File: src/rtl/jtag_pkg.sv
// rtl/jtag_pkg.sv - shared types and constants for the JTAG/SRAM arbiter
package jtag_pkg;

    localparam int JTAG_ADDR_W     = 18;
    localparam int JTAG_DATA_W     = 16;
    localparam int DEF_WE_CYCLES   = 2;
    localparam int DEF_TURN_CYCLES = 1;

    typedef enum logic [2:0] {
        S_IDLE  = 3'd0,
        S_WAIT  = 3'd1,
        S_GRANT = 3'd2,
        S_WR    = 3'd3,
        S_REC   = 3'd4,
        S_REL   = 3'd5
    } state_t;

    // 4-bit counters stop at 15 rather than wrapping
    function automatic logic [3:0] sat_inc(input logic [3:0] v);
        return (v == 4'hF) ? v : v + 4'd1;
    endfunction

endpackage

File: src/rtl/jtag_sram_arbiter_if.sv
// rtl/jtag_sram_arbiter_if.sv - JTAG, CPU and SRAM side signals of the arbiter
interface jtag_sram_arbiter_if;

    logic                             iHOLD;
    logic                             oHLDA;
    logic                             iCPU_IDLE;
    logic                             oCPU_STALL;
    logic [jtag_pkg::JTAG_ADDR_W-1:0] iJTAG_ADDR;
    logic [jtag_pkg::JTAG_DATA_W-1:0] iJTAG_DATA;
    logic                             iJTAG_WR_N;
    logic [jtag_pkg::JTAG_DATA_W-1:0] oJTAG_RDATA;
    logic [jtag_pkg::JTAG_ADDR_W-1:0] iCPU_ADDR;
    logic [jtag_pkg::JTAG_DATA_W-1:0] iCPU_DATA;
    logic                             iCPU_WR_N;
    logic [jtag_pkg::JTAG_ADDR_W-1:0] oSRAM_ADDR;
    logic [jtag_pkg::JTAG_DATA_W-1:0] oSRAM_DQ_OUT;
    logic                             oSRAM_DQ_OE;
    logic                             oSRAM_WE_N;
    logic [jtag_pkg::JTAG_DATA_W-1:0] iSRAM_DQ_IN;

    modport master (
        input  iHOLD, iCPU_IDLE, iJTAG_ADDR, iJTAG_DATA, iJTAG_WR_N,
               iCPU_ADDR, iCPU_DATA, iCPU_WR_N, iSRAM_DQ_IN,
        output oHLDA, oCPU_STALL, oJTAG_RDATA,
               oSRAM_ADDR, oSRAM_DQ_OUT, oSRAM_DQ_OE, oSRAM_WE_N
    );

    modport slave (
        output iHOLD, iCPU_IDLE, iJTAG_ADDR, iJTAG_DATA, iJTAG_WR_N,
               iCPU_ADDR, iCPU_DATA, iCPU_WR_N, iSRAM_DQ_IN,
        input  oHLDA, oCPU_STALL, oJTAG_RDATA,
               oSRAM_ADDR, oSRAM_DQ_OUT, oSRAM_DQ_OE, oSRAM_WE_N
    );

endinterface

File: src/rtl/jtag_wr_strobe_gen.sv
// rtl/jtag_wr_strobe_gen.sv - JTAG write edge detect, one-deep pending slot and WE/OE pulse timing
module jtag_wr_strobe_gen import jtag_pkg::*; #(
    parameter int WE_CYCLES = DEF_WE_CYCLES
) (
    input  logic clk24,
    input  logic reset,
    input  logic wr_n,
    input  logic capture_en,
    input  logic start,
    output logic wr_edge,
    output logic pending,
    output logic overrun,
    output logic busy,
    output logic done,
    output logic we_n,
    output logic oe
);

    localparam logic [3:0] WE_CNT = 4'(WE_CYCLES);

    if (WE_CYCLES < 1 || WE_CYCLES > 15) begin : g_bad_we_cycles
        $error("jtag_wr_strobe_gen: WE_CYCLES must be in 1..15");
    end

    logic       wr_prev;
    logic       hold_ph;
    logic [3:0] cnt;

    assign wr_edge = wr_prev & ~wr_n;
    assign done    = busy & hold_ph;

    always_ff @(posedge clk24 or posedge reset) begin
        if (reset) begin
            wr_prev <= 1'b1;
            pending <= 1'b0;
            overrun <= 1'b0;
            busy    <= 1'b0;
            hold_ph <= 1'b0;
            we_n    <= 1'b1;
            oe      <= 1'b0;
            cnt     <= 4'd0;
        end else begin
            wr_prev <= wr_n;

            // a start consumes the slot; an edge landing on that same cycle refills it
            if (start) begin
                pending <= pending & wr_edge;
            end else if (capture_en && wr_edge) begin
                if (pending) begin
                    overrun <= 1'b1;
                end else begin
                    pending <= 1'b1;
                end
            end

            if (start) begin
                busy    <= 1'b1;
                hold_ph <= 1'b0;
                we_n    <= 1'b0;
                oe      <= 1'b1;
                cnt     <= 4'd1;
            end else if (busy) begin
                if (hold_ph) begin
                    busy    <= 1'b0;
                    hold_ph <= 1'b0;
                    oe      <= 1'b0;
                    cnt     <= 4'd0;
                end else if (cnt >= WE_CNT) begin
                    we_n    <= 1'b1;
                    hold_ph <= 1'b1;
                end else begin
                    cnt <= sat_inc(cnt);
                end
            end
        end
    end

endmodule

File: src/rtl/jtag_sram_arbiter.sv
// rtl/jtag_sram_arbiter.sv - CPU hold/acknowledge handshake and SRAM bus mux for JTAG access
module jtag_sram_arbiter import jtag_pkg::*; #(
    parameter int WE_CYCLES   = DEF_WE_CYCLES,
    parameter int TURN_CYCLES = DEF_TURN_CYCLES
) (
    input  logic                clk24,
    input  logic                reset,
    jtag_sram_arbiter_if.master bus
);

    localparam logic [3:0] TURN_CNT = 4'(TURN_CYCLES);

    if (TURN_CYCLES < 0 || TURN_CYCLES > 7) begin : g_bad_turn_cycles
        $error("jtag_sram_arbiter: TURN_CYCLES must be in 0..7");
    end

    state_t                 state;
    state_t                 nxt;
    state_t                 rel_target;
    state_t                 after_wr;
    logic [3:0]             turn_cnt;
    logic                   turn_done;
    logic                   rehold;
    logic                   sel_jtag;
    logic                   hlda;
    logic                   stall;
    logic [JTAG_ADDR_W-1:0] lat_addr;
    logic [JTAG_DATA_W-1:0] lat_data;
    logic [JTAG_DATA_W-1:0] rdata;
    logic [JTAG_ADDR_W-1:0] jtag_addr;

    logic wr_edge, pending, overrun, busy, done, we_n, oe;
    logic start, capture_en;

    assign start      = (state == S_GRANT) && (wr_edge || pending);
    assign capture_en = (state == S_WR) || (state == S_REC) || (state == S_WAIT);
    assign turn_done  = (turn_cnt >= TURN_CNT);

    jtag_wr_strobe_gen #(.WE_CYCLES(WE_CYCLES)) u_wr (
        .clk24      (clk24),
        .reset      (reset),
        .wr_n       (bus.iJTAG_WR_N),
        .capture_en (capture_en),
        .start      (start),
        .wr_edge    (wr_edge),
        .pending    (pending),
        .overrun    (overrun),
        .busy       (busy),
        .done       (done),
        .we_n       (we_n),
        .oe         (oe)
    );

    // after a write (and recovery) a queued write or a held bus keeps the grant
    always_comb begin
        rel_target = (TURN_CYCLES == 0) ? S_IDLE : S_REL;
        after_wr   = (pending || wr_edge || bus.iHOLD) ? S_GRANT : rel_target;
        nxt        = state;
        case (state)
            S_IDLE:  if (bus.iHOLD) nxt = S_WAIT;
            S_WAIT: begin
                if (!bus.iHOLD)         nxt = S_IDLE;
                else if (bus.iCPU_IDLE) nxt = S_GRANT;
            end
            S_GRANT: begin
                if (start)           nxt = S_WR;
                else if (!bus.iHOLD) nxt = rel_target;
            end
            S_WR:    if (done) nxt = (TURN_CYCLES == 0) ? after_wr : S_REC;
            S_REC:   if (turn_done) nxt = after_wr;
            S_REL:   if (turn_done) nxt = (rehold || bus.iHOLD) ? S_WAIT : S_IDLE;
            default: nxt = S_IDLE;
        endcase
    end

    always_ff @(posedge clk24 or posedge reset) begin
        if (reset) begin
            state    <= S_IDLE;
            hlda     <= 1'b0;
            stall    <= 1'b0;
            sel_jtag <= 1'b0;
            turn_cnt <= 4'd0;
            rehold   <= 1'b0;
            lat_addr <= '0;
            lat_data <= '0;
            rdata    <= '0;
        end else begin
            state    <= nxt;
            hlda     <= (nxt == S_GRANT) || (nxt == S_WR) || (nxt == S_REC);
            stall    <= (nxt != S_IDLE);
            sel_jtag <= (nxt == S_GRANT) || (nxt == S_WR) || (nxt == S_REC) || (nxt == S_REL);
            rehold   <= (state == S_REL) && (nxt == S_REL) && (rehold || bus.iHOLD);

            if ((nxt == S_REC || nxt == S_REL) && nxt != state) begin
                turn_cnt <= 4'd1;
            end else if (state == S_REC || state == S_REL) begin
                if (!turn_done) turn_cnt <= sat_inc(turn_cnt);
            end else begin
                turn_cnt <= 4'd0;
            end

            if (state == S_GRANT) rdata <= bus.iSRAM_DQ_IN;

            if (start) begin
                lat_addr <= bus.iJTAG_ADDR;
                lat_data <= bus.iJTAG_DATA;
            end
        end
    end

    assign jtag_addr = busy ? lat_addr : bus.iJTAG_ADDR;

    assign bus.oHLDA        = hlda;
    assign bus.oCPU_STALL   = stall;
    assign bus.oJTAG_RDATA  = rdata;
    assign bus.oSRAM_ADDR   = sel_jtag ? jtag_addr : bus.iCPU_ADDR;
    assign bus.oSRAM_DQ_OUT = sel_jtag ? lat_data  : bus.iCPU_DATA;
    // reset gates the strobes directly so the SRAM is released without waiting for a clock
    assign bus.oSRAM_WE_N   = reset | (sel_jtag ? we_n : bus.iCPU_WR_N);
    assign bus.oSRAM_DQ_OE  = ~reset & (sel_jtag ? oe : ~bus.iCPU_WR_N);

endmodule

File: src/flat_wrapper.sv
// flat-port wrapper written by rule: the top's interface ports become plain ports
module jtag_sram_arbiter_flat import jtag_pkg::*;
#(
    parameter int WE_CYCLES   = DEF_WE_CYCLES,
    parameter int TURN_CYCLES = DEF_TURN_CYCLES
)
  (clk24, reset, bus_iHOLD, bus_iCPU_IDLE, bus_iJTAG_ADDR, bus_iJTAG_DATA, bus_iJTAG_WR_N, bus_iCPU_ADDR, bus_iCPU_DATA, bus_iCPU_WR_N, bus_iSRAM_DQ_IN, bus_oHLDA, bus_oCPU_STALL, bus_oJTAG_RDATA, bus_oSRAM_ADDR, bus_oSRAM_DQ_OUT, bus_oSRAM_DQ_OE, bus_oSRAM_WE_N);
  jtag_sram_arbiter_if bus_i ();
  input  logic clk24;
  input  logic reset;
  input wire logic [$bits(bus_i.iHOLD)-1:0] bus_iHOLD;
  input wire logic [$bits(bus_i.iCPU_IDLE)-1:0] bus_iCPU_IDLE;
  input wire logic [$bits(bus_i.iJTAG_ADDR)-1:0] bus_iJTAG_ADDR;
  input wire logic [$bits(bus_i.iJTAG_DATA)-1:0] bus_iJTAG_DATA;
  input wire logic [$bits(bus_i.iJTAG_WR_N)-1:0] bus_iJTAG_WR_N;
  input wire logic [$bits(bus_i.iCPU_ADDR)-1:0] bus_iCPU_ADDR;
  input wire logic [$bits(bus_i.iCPU_DATA)-1:0] bus_iCPU_DATA;
  input wire logic [$bits(bus_i.iCPU_WR_N)-1:0] bus_iCPU_WR_N;
  input wire logic [$bits(bus_i.iSRAM_DQ_IN)-1:0] bus_iSRAM_DQ_IN;
  output wire logic [$bits(bus_i.oHLDA)-1:0] bus_oHLDA;
  output wire logic [$bits(bus_i.oCPU_STALL)-1:0] bus_oCPU_STALL;
  output wire logic [$bits(bus_i.oJTAG_RDATA)-1:0] bus_oJTAG_RDATA;
  output wire logic [$bits(bus_i.oSRAM_ADDR)-1:0] bus_oSRAM_ADDR;
  output wire logic [$bits(bus_i.oSRAM_DQ_OUT)-1:0] bus_oSRAM_DQ_OUT;
  output wire logic [$bits(bus_i.oSRAM_DQ_OE)-1:0] bus_oSRAM_DQ_OE;
  output wire logic [$bits(bus_i.oSRAM_WE_N)-1:0] bus_oSRAM_WE_N;
  assign bus_i.iHOLD = bus_iHOLD;
  assign bus_i.iCPU_IDLE = bus_iCPU_IDLE;
  assign bus_i.iJTAG_ADDR = bus_iJTAG_ADDR;
  assign bus_i.iJTAG_DATA = bus_iJTAG_DATA;
  assign bus_i.iJTAG_WR_N = bus_iJTAG_WR_N;
  assign bus_i.iCPU_ADDR = bus_iCPU_ADDR;
  assign bus_i.iCPU_DATA = bus_iCPU_DATA;
  assign bus_i.iCPU_WR_N = bus_iCPU_WR_N;
  assign bus_i.iSRAM_DQ_IN = bus_iSRAM_DQ_IN;
  assign bus_oHLDA = bus_i.oHLDA;
  assign bus_oCPU_STALL = bus_i.oCPU_STALL;
  assign bus_oJTAG_RDATA = bus_i.oJTAG_RDATA;
  assign bus_oSRAM_ADDR = bus_i.oSRAM_ADDR;
  assign bus_oSRAM_DQ_OUT = bus_i.oSRAM_DQ_OUT;
  assign bus_oSRAM_DQ_OE = bus_i.oSRAM_DQ_OE;
  assign bus_oSRAM_WE_N = bus_i.oSRAM_WE_N;
  jtag_sram_arbiter #(.WE_CYCLES(WE_CYCLES), .TURN_CYCLES(TURN_CYCLES)) u_core (.clk24(clk24), .reset(reset), .bus(bus_i));
endmodule
File: config.mk
export PLATFORM = sky130hd
export DESIGN_NAME = jtag_sram_arbiter_flat
export DESIGN_NICKNAME = d
export VERILOG_FILES = /design/src/rtl/jtag_pkg.sv /design/src/rtl/jtag_sram_arbiter_if.sv /design/src/rtl/jtag_wr_strobe_gen.sv /design/src/rtl/jtag_sram_arbiter.sv /design/src/flat_wrapper.sv
export SDC_FILE = /design/constraint.sdc
export NUM_CORES = 1
export LEC_CHECK = 0
export CAP_MARGIN = 20
export CELL_PAD_IN_SITES_DETAIL_PLACEMENT = 1
export CELL_PAD_IN_SITES_GLOBAL_PLACEMENT = 1
export CORE_MARGIN = 2
export CORE_UTILIZATION = 37
export CTS_BUF_LIST = sky130_fd_sc_hd__clkbuf_2 sky130_fd_sc_hd__clkbuf_4 sky130_fd_sc_hd__clkbuf_8
export CTS_CLUSTER_SIZE = 12
export DETAILED_ROUTE_END_ITERATION = 8
export PLACE_DENSITY = 0.92
export SYNTH_ARGS = -nofsm -noshare
export SYNTH_HDL_FRONTEND = slang
export SYNTH_HIERARCHICAL = 1
export SYNTH_SLANG_ARGS = --single-unit
File: constraint.sdc
create_clock -name clk24 -period 4.19 [get_ports clk24]
set_input_delay 0.838 -clock clk24 [delete_from_list [all_inputs] [get_ports clk24]]
set_output_delay 0.838 -clock clk24 [all_outputs]
set_load 0.01 [all_outputs]
==> results.txt <==
Layer carrying the most global-route usage: met2
H-tree depth: 3
Pwr dens: 753 nW/um^2
Slack of the critical path: 1.01 ns
Worst Skew: 0.00704 ns
MaxCap Viol Count: 0
CTS tree: yes
HP Class: flip-flop to flip-flop
WL per Instance: 19.1 um
Req. time, crit path: 3.35 ns
Clk sinks: 71
Fill count: 958
Gate Count Post-Synth: 297
Vias in the first global route: 3299
Crit share post-route: 0.759
Initial antenna violation count: 0
Routed wire length: 11000 um
I/O Buffers: 143
M1 GR Usage: 0.247
Top Family by Delay on Critical Path: buffers and inverters
Post-CTS resize count: 0
Slowest stage delay, CP: 0.73 ns
Layout cell share with drive strength beyond 1: 0.225
Worst EP arrival: 2.34 ns
Initial DRT Pass Iterations: 4
Area growth, synth to finish: 49.8%
First-pass GRT wire length: 17400 um
Number of synthesis warnings: 6
IO Count: 144
CTS root buf: clkbuf_8
Critical path class: flip-flop to primary output
Tmin final: 3.18 ns
GP Congestion: 0.756
Antenna violation net count after detailed routing: 0
Final Hold Fails: 0
RSZ-0062 raised after global routing: false
Mapped cell area: 3530 um^2
Clk_lat worst skew: 0.34 ns
Syn Area/Cell: 11.9 um^2
Total congestion overflow: 0
Setup TNS: 0 ns
Antenna cells: 0
Worst path bufs/invs: 2
FP Rows: 35
CP max-delay cell: dfrtp_2
Vias: 2867
Initial core utilization: 0.382
DRC viols: 0
Detailed Route Iter0 Violations: 96
Die width: 102 um
Worst vdd ir: 0.357 mV
Total die area: 10300 um^2
Die height: 102 um
Syn Nets: 392
Core area: 9240 um^2
Crit end category: primary output
Slew Viols, Final: 0
CTS clk-pin slew, worst paths: 0.07 ns
Num CTS Buffers: 9
Max Clock Freq: 314 MHz
Max-slew headroom: 0.363
Final setup fails: 0
Leakage: 2.22 nW
Vias/cell: 4.99
Met3 usage: 0.0718
Slew @ Worst Pin: 0.943 ns
Hold buffers post-CTS: 0
Cell Chain, Critical Path: buf_4 -> nor2_1 -> a21oi_1 -> clkdlybuf4s50_1
DPL Wire Length: 8010 um
CTS max path bufs: 2
Setup crit start kind: flip-flop
Overall global routing resource usage: 0.221
Met2 GRT Util: 0.404
Nets@finish: 536
Pre-CTS setup slack: 1.11 ns
Status: completed
Worst Path Max Fanout: 32
Final hold slack: 0.503 ns
Overall power: 3.99 mW
Largest net degree at the start of global routing: 43
Setup Fix Bufs, Post-CTS: 0
routing by layer:
layer,routed length [um],part of all wire
met5,0,0
met2,5980,0.55
met1,4100,0.37
met4,138,0.013
met3,730,0.067
flip-flops by register name, summed over array words and instances (netlist names), 3 cells and up:
name	count
u_core/turn_cnt	4
u_core/bus.oJTAG_RDATA	16
u_core/lat_data	16
u_core/state	3
u_core/u_wr/cnt	4
u_core/lat_addr	18
where the power goes:
part	internal (mW)	total (mW)	leakage [nW]	switching [mW]
Combinational	1.22	2.14	1.27	0.924
Sequential	1.02	1.28	0.849	0.268
Clock	0.310	0.564	0.102	0.253
final cells by class:
class                   instances  area (um^2)  area share
multi-input cells             198         1640       0.309
well taps                     129          161      0.0305
flip-flops and latches         71         1780       0.336
clock buffers                  12          159      0.0300
clock inverters                 3         42.5     0.00804
inverters                      14         52.6     0.00993
repair buffers                147         1460       0.276
stage by stage:
stage               cells  utilization  instance area, um^2
floorplan             297            -                 3530
global placement      559        0.551                 5090
detailed placement    559        0.551                 5090
CTS                   574        0.573                 5290
global route          574        0.573                 5290
finish                574        0.573                 5290
worst min-delay path, stage by stage, from the launching register on:
cell,delay [ns]
dfrtp_1,0.35
nand2_1,0.05
nand2_1,0.06
cells in the final DEF, fill, tap and decap left out, types with 2 or more instances in the layout:
cell type,count
dfstp_2,2
a21oi_1,25
nand2b_1,2
ha_1,5
or4_4,2
a211o_1,2
xnor2_1,2
nand2_1,9
a31oi_1,2
clkdlybuf4s50_1,143
mux2_2,66
nor3_1,7
nor2b_1,5
buf_4,4
dfrtp_1,68
o21ai_0,6
nor2_1,27
mux2i_1,20
inv_1,13
nand3_1,2
clkbuf_8,11
worst paths after layout:
check | from | to | slack (ns) | cells past startpoint
min | u_core/u_wr/oe | u_core/u_wr/oe | 0.50 | 2
max reg2reg | u_core/turn_cnt[0] | u_core/turn_cnt[3] | 1.69 | 7
min reg2reg | u_core/u_wr/oe | u_core/u_wr/oe | 0.50 | 2
max in group asynchronous | reset | u_core/bus.oJTAG_RDATA[5] | 2.20 | 3
max | u_core/sel_jtag | bus_oSRAM_ADDR[2] | 1.01 | 4
min in group asynchronous | reset | u_core/u_wr/busy | 0.95 | 2
No activity file was read; power rests on OpenSTA's default activity.
